[src/rtl/trig_pkg.sv]
// trig_pkg: shared widths, reset defaults and FSM state encoding for the trigger sequencer
package trig_pkg;
    localparam int TRIG_CNT_W      = 26;
    localparam int TRIG_BURST_W    = 16;
    localparam int TRIG_DEF_PERIOD = 2_500_000;
    localparam int TRIG_DEF_HIGH   = 1_250_000;
    localparam int TRIG_DEF_DELAY  = 0;
    localparam int TRIG_DEF_BURST  = 0;
    typedef logic [1:0] state_t;
    localparam state_t ST_IDLE  = 2'd0;
    localparam state_t ST_DELAY = 2'd1;
    localparam state_t ST_HIGH  = 2'd2;
    localparam state_t ST_LOW   = 2'd3;
endpackage

[src/rtl/trig_sequencer_if.sv]
// trig_sequencer_if: config, start/abort handshake and status bus between controller and sequencer
interface trig_sequencer_if
    import trig_pkg::*;
#(
    parameter int CNT_W   = TRIG_CNT_W,
    parameter int BURST_W = TRIG_BURST_W
);
    logic               cfg_we;
    logic [CNT_W-1:0]   cfg_period;
    logic [CNT_W-1:0]   cfg_high;
    logic [CNT_W-1:0]   cfg_delay;
    logic [BURST_W-1:0] cfg_burst;
    logic               start;
    logic               abort;
    logic               busy;
    logic               done;
    logic               o_trig;
    logic [BURST_W-1:0] pulse_idx;
    modport master (
        output cfg_we, cfg_period, cfg_high, cfg_delay, cfg_burst, start, abort,
        input  busy, done, o_trig, pulse_idx
    );
    modport slave (
        input  cfg_we, cfg_period, cfg_high, cfg_delay, cfg_burst, start, abort,
        output busy, done, o_trig, pulse_idx
    );
endinterface

[src/rtl/trig_phase_cnt.sv]
// trig_phase_cnt: loadable down-counter timing one sequencer phase; last_o marks the phase's final cycle
module trig_phase_cnt
    import trig_pkg::*;
#(
    parameter int CNT_W = TRIG_CNT_W
)(
    input  logic             i_clk,
    input  logic             rst_n,
    input  logic             load_i,
    input  logic             en_i,
    input  logic [CNT_W-1:0] val_i,
    output logic             last_o
);
    logic [CNT_W-1:0] cnt_q, cnt_d;
    assign cnt_d  = load_i ? val_i : en_i ? cnt_q - CNT_W'(1) : cnt_q;
    assign last_o = cnt_q == CNT_W'(1);
    // phase counter register
    always_ff @(posedge i_clk or negedge rst_n) begin
        if (!rst_n) cnt_q <= '0;
        else        cnt_q <= cnt_d;
    end
endmodule

[src/rtl/trig_sequencer.sv]
// trig_sequencer: programmable delay/high/period burst generator on o_trig; TRIG_EXT_START_EN adds a synchronized ext_trig start
module trig_sequencer
    import trig_pkg::*;
#(
    parameter int CNT_W      = TRIG_CNT_W,
    parameter int BURST_W    = TRIG_BURST_W,
    parameter int DEF_PERIOD = TRIG_DEF_PERIOD,
    parameter int DEF_HIGH   = TRIG_DEF_HIGH,
    parameter int DEF_DELAY  = TRIG_DEF_DELAY,
    parameter int DEF_BURST  = TRIG_DEF_BURST
)(
    input logic i_clk,
    input logic rst_n,
`ifdef TRIG_EXT_START_EN
    input logic ext_trig,
`endif
    trig_sequencer_if.slave bus
);
    // High time is capped one below all-ones so that H+1 (the minimum period) always fits
    localparam logic [CNT_W-1:0] H_MAX = {{(CNT_W-1){1'b1}}, 1'b0};
    localparam int DEF_H = DEF_HIGH < 1 ? 1 : DEF_HIGH;
    localparam int DEF_L = (DEF_PERIOD > DEF_H ? DEF_PERIOD : DEF_H + 1) - DEF_H;
    state_t             state_q, state_d;
    logic [CNT_W-1:0]   high_q, high_d, low_q, low_d, delay_q, delay_d;
    logic [BURST_W-1:0] burst_q, burst_d, idx_q, idx_d;
    logic [CNT_W-1:0]   h_cl, p_cl, load_val;
    logic               busy_q, done_q, done_d, trig_q;
    logic               idle, we, accept, start_eff, cnt_load, cnt_last;
`ifdef TRIG_EXT_START_EN
    logic [2:0] ext_q;
    // two synchronizer flops plus one history flop for rising-edge detection
    always_ff @(posedge i_clk or negedge rst_n) begin
        if (!rst_n) ext_q <= '0;
        else        ext_q <= {ext_q[1:0], ext_trig};
    end
    assign start_eff = bus.start | (ext_q[1] & ~ext_q[2]);
`else
    assign start_eff = bus.start;
`endif
    assign idle    = state_q == ST_IDLE;
    assign we      = bus.cfg_we & idle;
    assign accept  = idle & start_eff & ~bus.abort;
    assign h_cl    = bus.cfg_high == '0 ? CNT_W'(1) : bus.cfg_high > H_MAX ? H_MAX : bus.cfg_high;
    assign p_cl    = bus.cfg_period > h_cl ? bus.cfg_period : h_cl + CNT_W'(1);
    assign high_d  = we ? h_cl : high_q;
    assign low_d   = we ? p_cl - h_cl : low_q;
    assign delay_d = we ? bus.cfg_delay : delay_q;
    assign burst_d = we ? bus.cfg_burst : burst_q;
    // next state: a config written alongside an accepted start already applies to that run
    always_comb begin
        state_d  = state_q;
        idx_d    = idx_q;
        done_d   = 1'b0;
        cnt_load = 1'b0;
        load_val = high_q;
        if (idle) begin
            if (accept) begin
                cnt_load = 1'b1;
                idx_d    = '0;
                state_d  = delay_d != '0 ? ST_DELAY : ST_HIGH;
                load_val = delay_d != '0 ? delay_d : high_d;
            end
        end else if (bus.abort) begin
            state_d = ST_IDLE;
        end else if (cnt_last) begin
            cnt_load = 1'b1;
            case (state_q)
                ST_DELAY: state_d = ST_HIGH;
                ST_HIGH: begin
                    state_d  = ST_LOW;
                    load_val = low_q;
                end
                default: begin
                    if (burst_q == '0 || idx_q != burst_q - BURST_W'(1)) begin
                        state_d = ST_HIGH;
                        idx_d   = idx_q + BURST_W'(1);
                    end else begin
                        state_d = ST_IDLE;
                        done_d  = 1'b1;
                    end
                end
            endcase
        end
    end
    // state, shadow config and registered outputs
    always_ff @(posedge i_clk or negedge rst_n) begin
        if (!rst_n) begin
            state_q <= ST_IDLE;
            high_q  <= CNT_W'(DEF_H);
            low_q   <= CNT_W'(DEF_L);
            delay_q <= CNT_W'(DEF_DELAY);
            burst_q <= BURST_W'(DEF_BURST);
            idx_q   <= '0;
            busy_q  <= 1'b0;
            done_q  <= 1'b0;
            trig_q  <= 1'b0;
        end else begin
            state_q <= state_d;
            high_q  <= high_d;
            low_q   <= low_d;
            delay_q <= delay_d;
            burst_q <= burst_d;
            idx_q   <= idx_d;
            busy_q  <= state_d != ST_IDLE;
            done_q  <= done_d;
            trig_q  <= state_d == ST_HIGH;
        end
    end
    trig_phase_cnt #(.CNT_W(CNT_W)) u_cnt (
        .i_clk  (i_clk),
        .rst_n  (rst_n),
        .load_i (cnt_load),
        .en_i   (!idle),
        .val_i  (load_val),
        .last_o (cnt_last)
    );
    assign bus.busy      = busy_q;
    assign bus.done      = done_q;
    assign bus.o_trig    = trig_q;
    assign bus.pulse_idx = idx_q;
endmodule

[src/flat_wrapper.sv]
// flat-port wrapper written by rule: the top's interface ports become plain ports
module trig_sequencer_flat import trig_pkg::*;
#(
    parameter int CNT_W      = TRIG_CNT_W,
    parameter int BURST_W    = TRIG_BURST_W,
    parameter int DEF_PERIOD = TRIG_DEF_PERIOD,
    parameter int DEF_HIGH   = TRIG_DEF_HIGH,
    parameter int DEF_DELAY  = TRIG_DEF_DELAY,
    parameter int DEF_BURST  = TRIG_DEF_BURST
)
  (i_clk, rst_n, bus_cfg_we, bus_cfg_period, bus_cfg_high, bus_cfg_delay, bus_cfg_burst, bus_start, bus_abort, bus_busy, bus_done, bus_o_trig, bus_pulse_idx);
  trig_sequencer_if #(.CNT_W(CNT_W), .BURST_W(BURST_W)) bus_i ();
  input logic i_clk;
  input logic rst_n;
  input wire logic [$bits(bus_i.cfg_we)-1:0] bus_cfg_we;
  input wire logic [$bits(bus_i.cfg_period)-1:0] bus_cfg_period;
  input wire logic [$bits(bus_i.cfg_high)-1:0] bus_cfg_high;
  input wire logic [$bits(bus_i.cfg_delay)-1:0] bus_cfg_delay;
  input wire logic [$bits(bus_i.cfg_burst)-1:0] bus_cfg_burst;
  input wire logic [$bits(bus_i.start)-1:0] bus_start;
  input wire logic [$bits(bus_i.abort)-1:0] bus_abort;
  output wire logic [$bits(bus_i.busy)-1:0] bus_busy;
  output wire logic [$bits(bus_i.done)-1:0] bus_done;
  output wire logic [$bits(bus_i.o_trig)-1:0] bus_o_trig;
  output wire logic [$bits(bus_i.pulse_idx)-1:0] bus_pulse_idx;
  assign bus_i.cfg_we = bus_cfg_we;
  assign bus_i.cfg_period = bus_cfg_period;
  assign bus_i.cfg_high = bus_cfg_high;
  assign bus_i.cfg_delay = bus_cfg_delay;
  assign bus_i.cfg_burst = bus_cfg_burst;
  assign bus_i.start = bus_start;
  assign bus_i.abort = bus_abort;
  assign bus_busy = bus_i.busy;
  assign bus_done = bus_i.done;
  assign bus_o_trig = bus_i.o_trig;
  assign bus_pulse_idx = bus_i.pulse_idx;
  trig_sequencer #(.CNT_W(CNT_W), .BURST_W(BURST_W), .DEF_PERIOD(DEF_PERIOD), .DEF_HIGH(DEF_HIGH), .DEF_DELAY(DEF_DELAY), .DEF_BURST(DEF_BURST)) u_core (.i_clk(i_clk), .rst_n(rst_n), .bus(bus_i));
endmodule
[config.mk]
export PLATFORM = sky130hd
export DESIGN_NAME = trig_sequencer_flat
export DESIGN_NICKNAME = d
export VERILOG_FILES = /design/src/rtl/trig_pkg.sv /design/src/rtl/trig_sequencer_if.sv /design/src/rtl/trig_phase_cnt.sv /design/src/rtl/trig_sequencer.sv /design/src/flat_wrapper.sv
export SDC_FILE = /design/constraint.sdc
export NUM_CORES = 1
export LEC_CHECK = 0
export ABC_AREA = 1
export CORE_MARGIN = 1
export CORE_UTILIZATION = 55
export CTS_CLUSTER_DIAMETER = 100
export DETAILED_ROUTE_END_ITERATION = 7
export PLACE_DENSITY_LB_ADDON = 0.2
export SKIP_LAST_GASP = 1
export SLEW_MARGIN = 40
export SYNTH_ARGS = -nofsm -noshare
export SYNTH_HDL_FRONTEND = slang
export SYNTH_SLANG_ARGS = --single-unit
[constraint.sdc]
create_clock -name i_clk -period 5.2 [get_ports i_clk]
set_clock_uncertainty 0.2 [all_clocks]
set_input_delay 1.04 -clock i_clk [delete_from_list [all_inputs] [get_ports i_clk]]
set_output_delay 1.04 -clock i_clk [all_outputs]
set_load 0.02 [all_outputs]
After elaboration in Yosys (flattened, before gate mapping). Index checks and enable logic that the tools add are counted.

Input port bits: 99. Logic and storage cells: 75. Register bits after elaboration: 141. Output and inout bits: 19.

Bitwise gates (word level): 4. Equality and inequality tests: 9. Add/subtract/negate cells: 5. Order comparisons: 2. Mux-type cells: 35. Reduce and logical (&&, ||, !) cells: 10.

Operator list (number): $mux 26 (13); $mux 16 (6); $add 26x1->26 const B (1); $eq 26x1->1 const B (1); $gt 26x26->1 (1); $gt 26x26->1 const B (1); $logic_not 26->1 (1); $reduce_bool 26->1 (1); $sub 26x1->26 const B (1); $sub 26x26->26 (1); $add 16x1->16 const B (1); $logic_not 16->1 (1); $ne 16x16->1 (1); $sub 16x1->16 const B (1); $mux 2 (6); $mux 1 (9); $reduce_bool 2->1 (3); $reduce_and 5->1 (1); $eq 2x2->1 const B (2); $ne 2x1->1 const B (2); $ne 2x2->1 const B (2); $pmux 2 s2 (1); $and 1x1->1 (3); $eq 2x1->1 const B (1); other kinds (4) (4).

Longest topological paths before layout. Gate-level depths: netlist of run 1.

Depth in word-level cells: 9. Mapped depth: 33. Depth with buffers taken out: 31.

By module. From an unflattened synthesis of run 1, not the netlist that was laid out.

Cells, all modules: 1758. Area total of the unflattened synthesis: 11589.9 sq um.

By module, submodules not included: trig_sequencer (cells an instance 1508, instances 1, seq. area each 2897.8 sq um, area an instance 9736.8 sq um); trig_phase_cnt (cells an instance 250, instances 1, seq. area each 650.6 sq um, area an instance 1853.0 sq um).

Least setup slack after synthesis of run 1. OpenSTA, ideal clock, no wires.

Path type: input-to-reg. From: input port bus_cfg_high[17]. To: register u_core.low_q[10]. Path buffers: 1. Cell stages on the path: 23. Data arrival time: 4.714 ns. Required time: 4.918 ns. Path slack: 0.204 ns. Library setup time: 0.082 ns. Cell sequence: inv_1 > nor3_1 > nand2_1 > nor2_1 > nand2_1 > nand2_1 > nand2_1 > ha_1 > nand2_1 > nor3_1 > nand4_1 > nand2_1 > buf_1 > o21ai_0 > ha_1 > fa_1 > o21ai_0 > nand2_1 > nand2_1 > a21o_1 > a21oi_1 > or2_2 > a31oi_1.

Cells in the longest elaborated chain, start to end: 6. Elaborated cells between the ends (all ways): 8. Those cells by class: add/sub: 2; order compare: 2; mux: 3; reduce/logical: 1.

Ends and longest elaborated chain: start: declaration (line flat_wrapper.sv:17) `input wire logic [$bits(bus_i.cfg_high)-1:0] bus_cfg_high;`; $gt 26x26->1 (line trig_sequencer.sv:43) `assign h_cl = bus.cfg_high == '0 ? CNT_W'(1) : bus.cfg_high > H_MAX ? H_MAX : bus.cfg_high;`; $mux 26 (line trig_sequencer.sv:43); $mux 26 (*) (line trig_sequencer.sv:43); $add 26x1->26 / $gt 26x26->1 (equally long branches) (line trig_sequencer.sv:44) `assign p_cl = bus.cfg_period > h_cl ? bus.cfg_period : h_cl + CNT_W'(1);`; $mux 26 (line trig_sequencer.sv:44); $sub 26x26->26 (*) (line trig_sequencer.sv:46) `assign low_d = we ? p_cl - h_cl : low_q;`; end signal: assignment (line trig_sequencer.sv:90) `low_q <= CNT_W'(DEF_L);`; end signal: assignment (line trig_sequencer.sv:100) `low_q <= low_d;`; end: declaration (line trig_sequencer.sv:24) `logic [CNT_W-1:0] high_q, high_d, low_q, low_d, delay_q, delay_d;`.

Every way passes the cells marked *; elsewhere a longest branch is shown, timed or not. A chain may end at the register's enable or synchronous reset.

Worst setup path after layout of run 1.
From: input port bus_cfg_high[20]. To: register u_core.low_q[16].

Same word-level chain as after synthesis.

==> results.md, run 1 <==
- Clk buf depth: 2
- Total number of nets in the final design: 2183
- Post-Synthesis Cells: 1749
- Synthesized netlist net count: 1908
- Result of the run: finished clean
- Worst-case hold slack: 280 ps
- Overall die area: 0.0214 mm²
- Clock slew at reported path FFs: 70 ps
- # diodes: 0
- Number of H-tree levels: 4
- Reg2Reg Capture Point: u_core.u_cnt.cnt_q[18]$_DFFE_PN0P_
- Largest area contributor in the netlist: sky130_fd_sc_hd__dfrtp_1
- Number of core rows: 52
- Crit path time final: 4980 ps
- Number of enable flip-flop cells after synthesis: 0
- Static leakage power: 7.64 nW
- Mapped cell area: 0.0115 mm²
- Io pins: 118
- Number of input and output port buffers inserted: 117
- Number of register bits inferred by synthesis: 141
- Util after Layout: 0.738
- Setup repair after global routing missed its margin: yes
- Number of buffers inserted during clock tree synthesis: 17
- RR Startpoint: u_core.state_q[1]$_DFF_PN0_
- Per-instance average area after synthesis: 6.56 µm²
- Clk Tree Root Cell: sky130_fd_sc_hd__clkbuf_16
- Count of different cell masters after synthesis: 47
- DP Worst Slack: -565 ps
- # setup viols final: 0
- Initial DRC Count: 1135
- Required time of the worst setup path: 5360 ps
- Final routed wire length divided by cell count: 16.8 µm
- Die width: 146 µm
- Yosys top cell area share: 0.273
- Mean number of vias per cell: 5.49
- Vias post-DR: 12.7k
- Maximum fanout along the worst path: 12
- Antenna violations before repair: 1
- Chip Height: 146 µm
- TritonCTS clock tree: done
- Period Utilization, post-route: 0.957
- Most used standard cells in the synthesized netlist: 539 x sky130_fd_sc_hd__nand2_1, 220 x sky130_fd_sc_hd__inv_1, 143 x sky130_fd_sc_hd__nand3_1, 143 x sky130_fd_sc_hd__nor2_1, 125 x sky130_fd_sc_hd__dfrtp_1
- Reg-to-reg setup timing slack: 1460 ps
- Peak supply drop: 230 µV
- Most Frequent Cell on Critical Path: sky130_fd_sc_hd__nand2_1
- Vias in the first global route: 11.9k
- Initial core utilization: 0.563
- Max stage delay cell, worst path: sky130_fd_sc_hd__clkdlybuf4s50_1
- Number of DRC violations after detailed routing: 0
- Share of post-route cells with drive strength above 1: 0.161
- Cell types with the largest area share after synthesis: sky130_fd_sc_hd__dfrtp_1 27%, sky130_fd_sc_hd__nand2_1 18%, sky130_fd_sc_hd__inv_1 7.2%
- Worst-Skew Late Latency: 430 ps
- Library cell with the highest instance count after synthesis: sky130_fd_sc_hd__nand2_1
- Slowest stage delay, CP: 470 ps
- HPWL after detailed placement: 30400 µm
- Fin. max-slew vios: 0
- Highest Clock Rate: 0.201 GHz
- Worst min-delay path class: reg2reg
- GRT Overall Usage: 0.366
- Area growth from synthesis to final layout: 31.1%
- Wire length of the first global-routing pass: 61200 µm
- End point of the critical path: u_core.low_q[16]$_DFFE_PN1P_
- Pin count of the biggest net entering global routing: 81
- Total number of yosys warnings: 0
- DR pass1 iterations: 6
- Placed Cells incl. Taps: 2267
- Critical path startpoint: bus_cfg_high[20]
- Kind of start point of the critical path: input pin
- Clock Sink Count: 141
- Type of element capturing the critical path: flip-flop
- R2R cell count: 15
- Final standard cell count with taps included and fillers excluded: 2307
- Most used flip-flop cell after synthesis: sky130_fd_sc_hd__dfrtp_1
- Endpoint arrival time on the critical path: 5130 ps
- # fillers: 1667
- Antenna viol nets, final: 0
- Share of flip-flops with an asynchronous set or reset after synthesis: 1.00
- Post-Route WL: 38900 µm
- Max-cap violation count: 0
- PD cells: 419 mW/mm²
- Final Hold Viols: 0
- Relative max-transition margin: 0.534
- Post-route setup slack: 222 ps
- Placeable core region: 0.0204 mm²
- Critical path type: in2reg
- Final weighted congestion in routability-driven placement: 0.973
- Share of the yosys chip area belonging to registers: 0.309
- Least-Margin Pin Slew: 694 ps
- Congestion Overflow GR: 0
-- logic make-up (layout without fill, tap and decap cells) --
logic type,after synthesis,count (layout),share of synthesized area
buf+inv,281,569,0.0960
xor+xnor,66,66,0.0516
fa+ha+maj,60,60,0.0661
simple gates,943,943,0.352
flops,141,141,0.309
compound gates,258,258,0.125
-- critical path, delay by kind of cell --
| family | cells | cell delay, ps |
|---|---|---|
| simple gates | 15 | 1680 |
| fa+ha+maj | 2 | 590 |
| buf+inv | 6 | 1020 |
| compound gates | 4 | 790 |
-- power by group --
| group | leakage, nW | switching (mW) | internal [mW] |
|---|---|---|---|
| clock | 0.286 | 0.563 | 0.684 |
| combinational | 5.65 | 1.95 | 1.18 |
| sequential | 1.71 | 0.325 | 1.60 |
| total | 7.64 | 2.83 | 3.46 |
-- worst min-delay path by stage --
stage | startpoint | to | slack (ps) | depth (start not counted)
after floorplan | u_core.delay_q[12]$_DFF_PN0_ | u_core.delay_q[12]$_DFF_PN0_ | 240 | 2
after global placement | u_core.low_q[12]$_DFFE_PN1P_ | u_core.low_q[12]$_DFFE_PN1P_ | 260 | 2
after detailed placement | u_core.low_q[12]$_DFFE_PN1P_ | u_core.low_q[12]$_DFFE_PN1P_ | 260 | 2
after CTS | u_core.low_q[12]$_DFFE_PN1P_ | u_core.low_q[12]$_DFFE_PN1P_ | 280 | 2
after global routing | u_core.low_q[18]$_DFFE_PN0P_ | u_core.low_q[18]$_DFFE_PN0P_ | 290 | 2
final | u_core.low_q[12]$_DFFE_PN1P_ | u_core.low_q[12]$_DFFE_PN1P_ | 280 | 2
-- cell type report --
class | instances | area [µm²] | share of cell area
clock buffers | 17 | 425 | 0.0283
clock inverters | 15 | 164 | 0.0109
multi-input cells | 1327 | 7050 | 0.469
inverters | 227 | 855 | 0.0568
repair buffers | 310 | 2660 | 0.177
well taps | 270 | 338 | 0.0225
flip-flops and latches | 141 | 3550 | 0.236
-- metal layers --
layer	wire [µm]	GRT usage	vias to the layer above
met5	11	0	-
met4	1890	0.171	2
met3	3060	0.0619	113
met2	18000	0.601	564
met1	15900	0.469	5768
li1	-	-	6213
-- cell usage in the layout (no fill, tap or decap), types with 16 or more instances in the layout --
| master | synthesis | layout |
|---|---|---|
| sky130_fd_sc_hd__nand2_1 | 539 | 531 |
| sky130_fd_sc_hd__nand3_1 | 143 | 137 |
| sky130_fd_sc_hd__ha_1 | 59 | 58 |
| sky130_fd_sc_hd__a21oi_1 | 56 | 47 |
| sky130_fd_sc_hd__o211ai_1 | 20 | 20 |
| sky130_fd_sc_hd__o21ai_0 | 124 | 113 |
| sky130_fd_sc_hd__inv_1 | 220 | 217 |
| sky130_fd_sc_hd__nor3_1 | 35 | 27 |
| sky130_fd_sc_hd__nor2_1 | 143 | 134 |
| sky130_fd_sc_hd__clkbuf_16 | 0 | 17 |
| sky130_fd_sc_hd__buf_4 | 1 | 191 |
| sky130_fd_sc_hd__xor2_1 | 50 | 50 |
| sky130_fd_sc_hd__dfrtp_1 | 125 | 125 |
| sky130_fd_sc_hd__dfstp_2 | 16 | 16 |
| sky130_fd_sc_hd__clkdlybuf4s50_1 | 0 | 107 |
| sky130_fd_sc_hd__o21ai_1 | 18 | 27 |
| sky130_fd_sc_hd__nand4_1 | 34 | 34 |
-- what timing repair did --
item,CTS,global route
setup endpoints to repair,9,21
pin swaps,0,23
buffers inserted,0,8
endpoints found under the hold margin,0,0
hold buffers,0,0
resized for setup,11,74
-- registers in the layout (all words and copies together) (netlist names) --
name	flops
u_core.u_cnt.cnt_q	26
u_core.bus.busy	1
u_core.bus.done	1
u_core.bus.pulse_idx	16
u_core.delay_q	26
u_core.burst_q	16
u_core.high_q	26
u_core.bus.o_trig	1
u_core.low_q	26
u_core.state_q	2
-- metrics by stage --
stage                     setup TNS [ps]  power [mW]  instance area [µm²]
after detailed placement           -8310        4.92                14100
after global routing                -415        6.74                15000
after floorplan                        0        3.88                11500
after global placement             -5440        4.84                14100
final                                  0        6.29                15000
after CTS                           -119        6.19                14700
Power figures use the tool's default switching activity.
==> inputs of run 2 (changes only) <==
--- a/config.mk
+++ b/config.mk
@@ -6,7 +6,7 @@
 export NUM_CORES = 1
 export LEC_CHECK = 0
 export ABC_AREA = 1
-export CORE_MARGIN = 1
+export CORE_MARGIN = 1.5
 export CORE_UTILIZATION = 55
 export CTS_CLUSTER_DIAMETER = 100
 export DETAILED_ROUTE_END_ITERATION = 7
==> run 2 against run 1 <==
Worst setup slack improved by 37 ps. Maximum frequency rose by 0.75%. Worst hold slack got worse by 78 ps. Count of clock-buffer cells in the layout did not move. Sequential power barely moved. Largest cell class unchanged.
==> results.md, run 2 (synthesis results as in run 1) <==
- Result of the run: finished clean
- Overall die area: 0.0217 mm²
- Die width: 147 µm
- R2R cell count: 15
- Clock share of power: 0.207
- Max-cap violation count: 0
- Switching power of the nets: 2.85 mW
- Final weighted congestion in routability-driven placement: 1.03
- Type of element capturing the critical path: flip-flop
- DP Worst Slack: -528 ps
- # fillers: 1752
- Sw Ratio: 0.449
- Number of input and output port buffers inserted: 117
- Highest Clock Rate: 0.202 GHz
- Total number of nets in the final design: 2170
- Pin count of the biggest net entering global routing: 131
- Io pins: 118
- Top Family by Delay on Critical Path: simple AND/OR/NAND/NOR gates
- Post-route setup slack: 259 ps
- Wire length of the first global-routing pass: 60700 µm
- Post-CTS Hold Buffers: 0
- CP Depth: 25
- Area taken by flip-flops and latches: 0.00355 mm²
- Clk Tree Root Cell: sky130_fd_sc_hd__clkbuf_16
- Sequential share of power: 0.304
- Max stage delay cell, worst path: sky130_fd_sc_hd__clkdlybuf4s50_1
- Mean number of vias per cell: 5.56
- Most common cell after layout, fill and taps aside: sky130_fd_sc_hd__nand2_1
- Critical path type: in2reg
- Clock Sink Count: 141
- Most Frequent Cell on Critical Path: sky130_fd_sc_hd__nand2_1
- Least-Margin Pin Slew: 763 ps
- Int Power: 3.49 mW
- Met1 global-route usage: 0.456
- PD cells: 426 mW/mm²
- # diodes: 0
- Number of DRC violations after detailed routing: 0
- Share of post-route cells with drive strength above 1: 0.148
- Global route hottest layer: met2
- Grt met2 use: 0.600
- Static leakage power: 7.58 nW
- Congestion Overflow GR: 0
- Antenna violations before repair: 2
- Peak supply drop: 329 µV
- HPWL after detailed placement: 29800 µm
- Maximum fanout along the worst path: 4
- Relative contribution of combinational cells to total power: 0.489
- Fin. max-slew vios: 0
- Relative max-transition margin: 0.491
- Vias in the first global route: 12.0k
- Initial DRC Count: 1084
- Area growth from synthesis to final layout: 30.0%
- Crit path time final: 4940 ps
- Total area of multi-input combinational cells: 0.00696 mm²
- Clk buf depth: 2
- Placeable core region: 0.0204 mm²
- Final Hold Viols: 0
- TritonCTS clock tree: done
- Number of H-tree levels: 4
- Post-Route WL: 38700 µm
- Required time of the worst setup path: 5330 ps
- Area after DPL: 0.0141 mm²
- Worst min-delay path class: in2async
- Post-Layout Inst Area: 0.0149 mm²
- Chip Height: 147 µm
- Period Utilization, post-route: 0.950
- Final routed wire length divided by cell count: 16.9 µm
- Number of core rows: 52
- Number of buffers inserted during clock tree synthesis: 17
- Slowest stage delay, CP: 470 ps
- Clock slew at reported path FFs: 70 ps
- Kind of start point of the critical path: input pin
- Antenna viol nets, final: 0
- Global routing usage on met3: 0.0651
- Worst-Skew Late Latency: 440 ps
- Number of buffer and inverter instances along the worst setup path: 3
- Initial core utilization: 0.563
- Endpoint arrival time on the critical path: 5070 ps
- # setup viols final: 0
- Highest-count cells in the layout ignoring fill and taps: 531 x sky130_fd_sc_hd__nand2_1, 216 x sky130_fd_sc_hd__inv_1, 176 x sky130_fd_sc_hd__buf_4
- GRT Overall Usage: 0.357
- Vias post-DR: 12.8k
- DR pass1 iterations: 5
- Total negative setup slack: 0 ps
run 2: cell count changes in the layout (fill, tap and decap cells not counted), moves of 4 or more:
cell | before | now
sky130_fd_sc_hd__a21oi_1 | 47 | 51
sky130_fd_sc_hd__a21oi_2 | 10 | 6
sky130_fd_sc_hd__buf_4 | 191 | 176
sky130_fd_sc_hd__nor3_1 | 27 | 31
sky130_fd_sc_hd__o21ai_0 | 113 | 117
sky130_fd_sc_hd__o21ai_1 | 27 | 23
run 2: power groups by stage:
stage                     Combinational, mW  Sequential (mW)  Clock (mW)
final                                  3.10             1.93        1.32
after detailed placement               2.99             1.93           0
after floorplan                        2.03             1.85           0
after global routing                   3.46             1.97        1.36
after global placement                 2.91             1.92           0
after CTS                              3.02             1.92        1.32
run 2: through the flow:
stage	cells	hold slack, ps	util	power [mW]
6_report	2294	202	0.732	6.35
5_1_grt	2294	200	0.732	6.79
4_1_cts	2291	203	0.722	6.26
3_5_place_dp	2258	261	0.691	4.91
3_3_place_gp	2258	260	0.691	4.83
2_1_floorplan	1749	245	-	3.88
run 2: worst paths after layout:
kind / slack (ps) / to / startpoint
hold / removal: 200 / u_core.bus.pulse_idx[10]$_DFFE_PN0P_ / rst_n
max in group asynchronous: 3640 / u_core.low_q[14]$_DFFE_PN0P_ / rst_n
hold reg to reg: 270 / u_core.low_q[12]$_DFFE_PN1P_ / u_core.low_q[12]$_DFFE_PN1P_
setup / recovery: 260 / u_core.low_q[21]$_DFFE_PN0P_ / bus_cfg_high[21]
min in group i_clk: 270 / u_core.low_q[12]$_DFFE_PN1P_ / u_core.low_q[12]$_DFFE_PN1P_
setup reg to reg: 1510 / u_core.u_cnt.cnt_q[18]$_DFFE_PN0P_ / u_core.state_q[1]$_DFF_PN0_
run 2: final cells by class:
class	count	area share
multi-input combinational	1327	0.467
clock buffer	17	0.0285
tap	270	0.0227
timing repair buffer	297	0.174
sequential	141	0.238
inverter	227	0.0573
clock inverter	15	0.0128
run 2: worst reg2reg max path, stage by stage, from the launching register on:
cell	delay [ps]
sky130_fd_sc_hd__dfrtp_1	380
sky130_fd_sc_hd__inv_1	90
sky130_fd_sc_hd__ha_1	260
sky130_fd_sc_hd__nand2_4	350
sky130_fd_sc_hd__inv_2	200
sky130_fd_sc_hd__or2_2	310
sky130_fd_sc_hd__o21ai_1	350
sky130_fd_sc_hd__nand4_1	240
sky130_fd_sc_hd__nor2_4	270
sky130_fd_sc_hd__nand2_4	200
sky130_fd_sc_hd__nand2_1	150
sky130_fd_sc_hd__inv_2	110
sky130_fd_sc_hd__nand2_1	200
sky130_fd_sc_hd__nand2_1	80
sky130_fd_sc_hd__o21ai_1	120
sky130_fd_sc_hd__nand2_1	70
run 2: metal layers:
layer | up-vias | share of wire
met4 | 4 | 0.043
li1 | 6200 | -
met2 | 535 | 0.47
met1 | 5908 | 0.41
met3 | 117 | 0.079
met5 | - | 0.00083
run 2: timing repair:
| action | 4_1_cts | 5_1_grt |
|---|---|---|
| pin swaps | 1 | 11 |
| gates resized for setup | 4 | 53 |
| setup endpoints to repair | 5 | 19 |
| buffers inserted | 1 | 2 |
| gates cloned | 0 | 1 |
==> inputs of run 3 (changes only) <==
--- a/config.mk
+++ b/config.mk
@@ -5,10 +5,10 @@
 export SDC_FILE = /design/constraint.sdc
 export NUM_CORES = 1
 export LEC_CHECK = 0
-export ABC_AREA = 1
 export CORE_MARGIN = 1.5
 export CORE_UTILIZATION = 55
 export CTS_CLUSTER_DIAMETER = 100
+export CTS_CLUSTER_SIZE = 28
 export DETAILED_ROUTE_END_ITERATION = 7
 export PLACE_DENSITY_LB_ADDON = 0.2
 export SKIP_LAST_GASP = 1
==> run 3 against run 2 <==
The flow now finishes with violations (setup timing). Final area is 5.3% lower. Core utilization is 2.3 points higher. Final cell count is 20% lower. Area after synthesis is 8.7% lower. Critical endpoint is now u_core.low_q[24]$_DFFE_PN0P_. Largest cell class unchanged.
==> results.md, run 3 <==
- Result of the run: finished with violations
- Violations in the final reports: setup timing
- Most used flip-flop cell after synthesis: sky130_fd_sc_hd__dfrtp_1
- Relative max-transition margin: 0.474
- Per-instance average area after synthesis: 7.87 µm²
- Sw Ratio: 0.410
- Max-cap violation count: 0
- Initial DRC Count: 1045
- Critical path startpoint: bus_cfg_period[25]
- Largest area contributor in the netlist: sky130_fd_sc_hd__dfrtp_1
- Mapped cell area: 0.0105 mm²
- Initial core utilization: 0.560
- Worst-Skew Late Latency: 430 ps
- Number of DRC violations after detailed routing: 0
- R2R cell count: 9
- Number of H-tree levels: 4
- Vias in the first global route: 10.4k
- Count of different cell masters after synthesis: 76
- Antenna violations before repair: 0
- Number of core rows: 50
- Antenna viol nets, final: 0
- Number of buffers inserted during clock tree synthesis: 17
- Required time of the worst setup path: 5330 ps
- # setup viols final: 1
- Static leakage power: 6.20 nW
- Number of register bits inferred by synthesis: 141
- Least-Margin Pin Slew: 779 ps
- # fillers: 1391
- GRT Overall Usage: 0.330
- Period Utilization, post-route: 1.01
- Share of post-route cells with drive strength above 1: 0.212
- Maximum fanout along the worst path: 5
- Total negative setup slack: -50.6 ps
- Total area of multi-input combinational cells: 0.00683 mm²
- Setup repair after global routing missed its margin: yes
- Final routed wire length divided by cell count: 17.9 µm
- Kind of start point of the critical path: input pin
- Most used standard cells in the synthesized netlist: 287 x sky130_fd_sc_hd__nand2_1, 125 x sky130_fd_sc_hd__dfrtp_1, 114 x sky130_fd_sc_hd__a21oi_1
- Worst min-delay path class: in2async
- Fin. max-slew vios: 0
- Share of the yosys chip area belonging to registers: 0.339
- Int Power: 3.43 mW
- Area taken by flip-flops and latches: 0.00355 mm²
- Reg2Reg Capture Point: u_core.bus.pulse_idx[12]$_DFFE_PN0P_
- Reg-to-reg setup timing slack: 1230 ps
- HPWL after detailed placement: 24200 µm
- Type of element capturing the critical path: flip-flop
- Overall die area: 0.0199 mm²
- Critical path type: in2reg
- Die width: 141 µm
- Io pins: 118
- Placeable core region: 0.0187 mm²
- Clk buf depth: 2
- Switching power of the nets: 2.38 mW
- Clock share of power: 0.222
- Area growth from synthesis to final layout: 34.8%
- Post-Synthesis Cells: 1330
- Peak supply drop: 199 µV
- Highest Clock Rate: 0.190 GHz
- Wire length of the first global-routing pass: 52200 µm
- Library cell with the highest instance count after synthesis: sky130_fd_sc_hd__nand2_1
- Crit path time final: 5250 ps
- Post-Route WL: 33000 µm
- Chip Height: 141 µm
- Most common cell after layout, fill and taps aside: sky130_fd_sc_hd__nand2_1
- Synthesized netlist net count: 1489
- Yosys top cell area share: 0.299
- Number of input and output port buffers inserted: 117
- Total number of nets in the final design: 1753
- Worst-case hold slack: 270 ps
- Final weighted congestion in routability-driven placement: 0.981
- Endpoint arrival time on the critical path: 5380 ps
- Vias post-DR: 11.1k
- Mean number of vias per cell: 6.05
- Pin count of the biggest net entering global routing: 106
- Total number of yosys warnings: 0
- Cell types with the largest area share after synthesis: sky130_fd_sc_hd__dfrtp_1 30%, sky130_fd_sc_hd__nand2_1 10%, sky130_fd_sc_hd__ha_1 7.1%
- Sequential share of power: 0.350
- Clock Sink Count: 141
- Relative contribution of combinational cells to total power: 0.428
- Post-CTS Hold Buffers: 0
- # diodes: 0
- Power consumption: 5.82 mW
- TritonCTS clock tree: done
- Share of flip-flops with an asynchronous set or reset after synthesis: 1.00
- Highest-count cells in the layout ignoring fill and taps: 284 x sky130_fd_sc_hd__nand2_1, 182 x sky130_fd_sc_hd__buf_4, 125 x sky130_fd_sc_hd__dfrtp_1
- DR pass1 iterations: 6
- Post-route setup slack: -50.6 ps
- Clock slew at reported path FFs: 60 ps
- Congestion Overflow GR: 0
- Clk Tree Root Cell: sky130_fd_sc_hd__clkbuf_16
- PD cells: 412 mW/mm²
- Number of enable flip-flop cells after synthesis: 0
- RR Startpoint: u_core.burst_q[0]$_DFFE_PN0P_
- Final Hold Viols: 0
[run 3: cell types whose count changed in the layout (fill, tap and decap cells not counted), moves of 19 or more]
cell                      before  now
sky130_fd_sc_hd__nor2_1      137   83
sky130_fd_sc_hd__xor2_1       50   28
sky130_fd_sc_hd__nand2_1     531  284
sky130_fd_sc_hd__xnor2_1      15   35
sky130_fd_sc_hd__a21oi_1      51  109
sky130_fd_sc_hd__mux2i_1       0   21
sky130_fd_sc_hd__inv_1       216   48
sky130_fd_sc_hd__or3_1         0   19
sky130_fd_sc_hd__nand3_1     139   33
sky130_fd_sc_hd__o21ai_0     117   77
[run 3: power groups by stage]
stage	registers (mW)	logic, mW	clock network (mW)
2_1_floorplan	1.90	1.59	0
3_3_place_gp	1.99	2.25	0
3_5_place_dp	2.02	2.32	0
4_1_cts	2.01	2.37	1.30
5_1_grt	2.09	2.73	1.35
6_report	2.04	2.49	1.29
[run 3: area by class of cell]
| type | instances | share of cell area |
|---|---|---|
| timing repair buffer | 306 | 0.186 |
| tap | 234 | 0.0207 |
| multi-input combinational | 1078 | 0.484 |
| inverter | 50 | 0.0133 |
| clock inverter | 13 | 0.0136 |
| sequential | 141 | 0.251 |
| clock buffer | 19 | 0.0307 |
[run 3: routing by layer]
| layer | GRT usage | share of wire |
|---|---|---|
| met1 | 0.470 | 0.45 |
| met2 | 0.516 | 0.45 |
| met3 | 0.0411 | 0.073 |
| met4 | 0.128 | 0.031 |
| met5 | 0 | 0 |
[run 3: how the worst max path moves through the flow]
stage,to
2_1_floorplan,u_core.low_q[24]$_DFFE_PN0P_
3_3_place_gp,u_core.low_q[22]$_DFFE_PN0P_
3_5_place_dp,u_core.low_q[23]$_DFFE_PN0P_
4_1_cts,u_core.low_q[22]$_DFFE_PN0P_
5_1_grt,u_core.low_q[24]$_DFFE_PN0P_
6_report,u_core.low_q[24]$_DFFE_PN0P_
[run 3: logic make-up (layout without fill, tap and decap cells)]
family,Yosys count,count (layout),synth area share
flip-flops,141,141,0.339
buffers and inverters,111,388,0.0435
AO/OA/AOI/OAI,334,334,0.204
XOR/XNOR,63,63,0.0527
multiplexers,25,25,0.0243
adder cells (fa/ha/maj),60,60,0.0724
AND/OR/NAND/NOR,596,596,0.264
[run 3: timing repair]
action | 4_1_cts | 5_1_grt
endpoints found under the setup margin | 17 | 17
gates cloned | 0 | 1
gates resized for setup | 59 | 74
pin swaps | 17 | 42
endpoints found under the hold margin | 0 | 0
setup buffers | 9 | 12
[run 3: through the flow]
| stage | instance area (µm²) | cells | utilization | worst slack [ps] |
|---|---|---|---|---|
| 2_1_floorplan | 10600 | 1330 | - | -218 |
| 3_3_place_gp | 13000 | 1786 | 0.697 | -810 |
| 3_5_place_dp | 13000 | 1786 | 0.698 | -951 |
| 4_1_cts | 13800 | 1827 | 0.739 | 0.0360 |
| 5_1_grt | 14100 | 1841 | 0.755 | -240 |
| 6_report | 14100 | 1841 | 0.755 | -50.6 |
[run 3: worst max-delay path, stage by stage]
cell	delay, ps
sky130_fd_sc_hd__clkdlybuf4s50_1	430
sky130_fd_sc_hd__ha_1	350
sky130_fd_sc_hd__and3_1	200
sky130_fd_sc_hd__nand4_1	190
sky130_fd_sc_hd__buf_4	200
sky130_fd_sc_hd__a211o_1	260
sky130_fd_sc_hd__nand4_1	220
sky130_fd_sc_hd__o22ai_4	150
sky130_fd_sc_hd__buf_12	160
sky130_fd_sc_hd__mux2_4	310
sky130_fd_sc_hd__ha_4	280
sky130_fd_sc_hd__buf_6	100
sky130_fd_sc_hd__o211ai_1	120
sky130_fd_sc_hd__a21oi_4	170
sky130_fd_sc_hd__o221a_4	230
sky130_fd_sc_hd__a31oi_4	80
sky130_fd_sc_hd__nand3b_1	250
sky130_fd_sc_hd__a211oi_4	360
sky130_fd_sc_hd__nor3_2	60
sky130_fd_sc_hd__a311oi_1	240
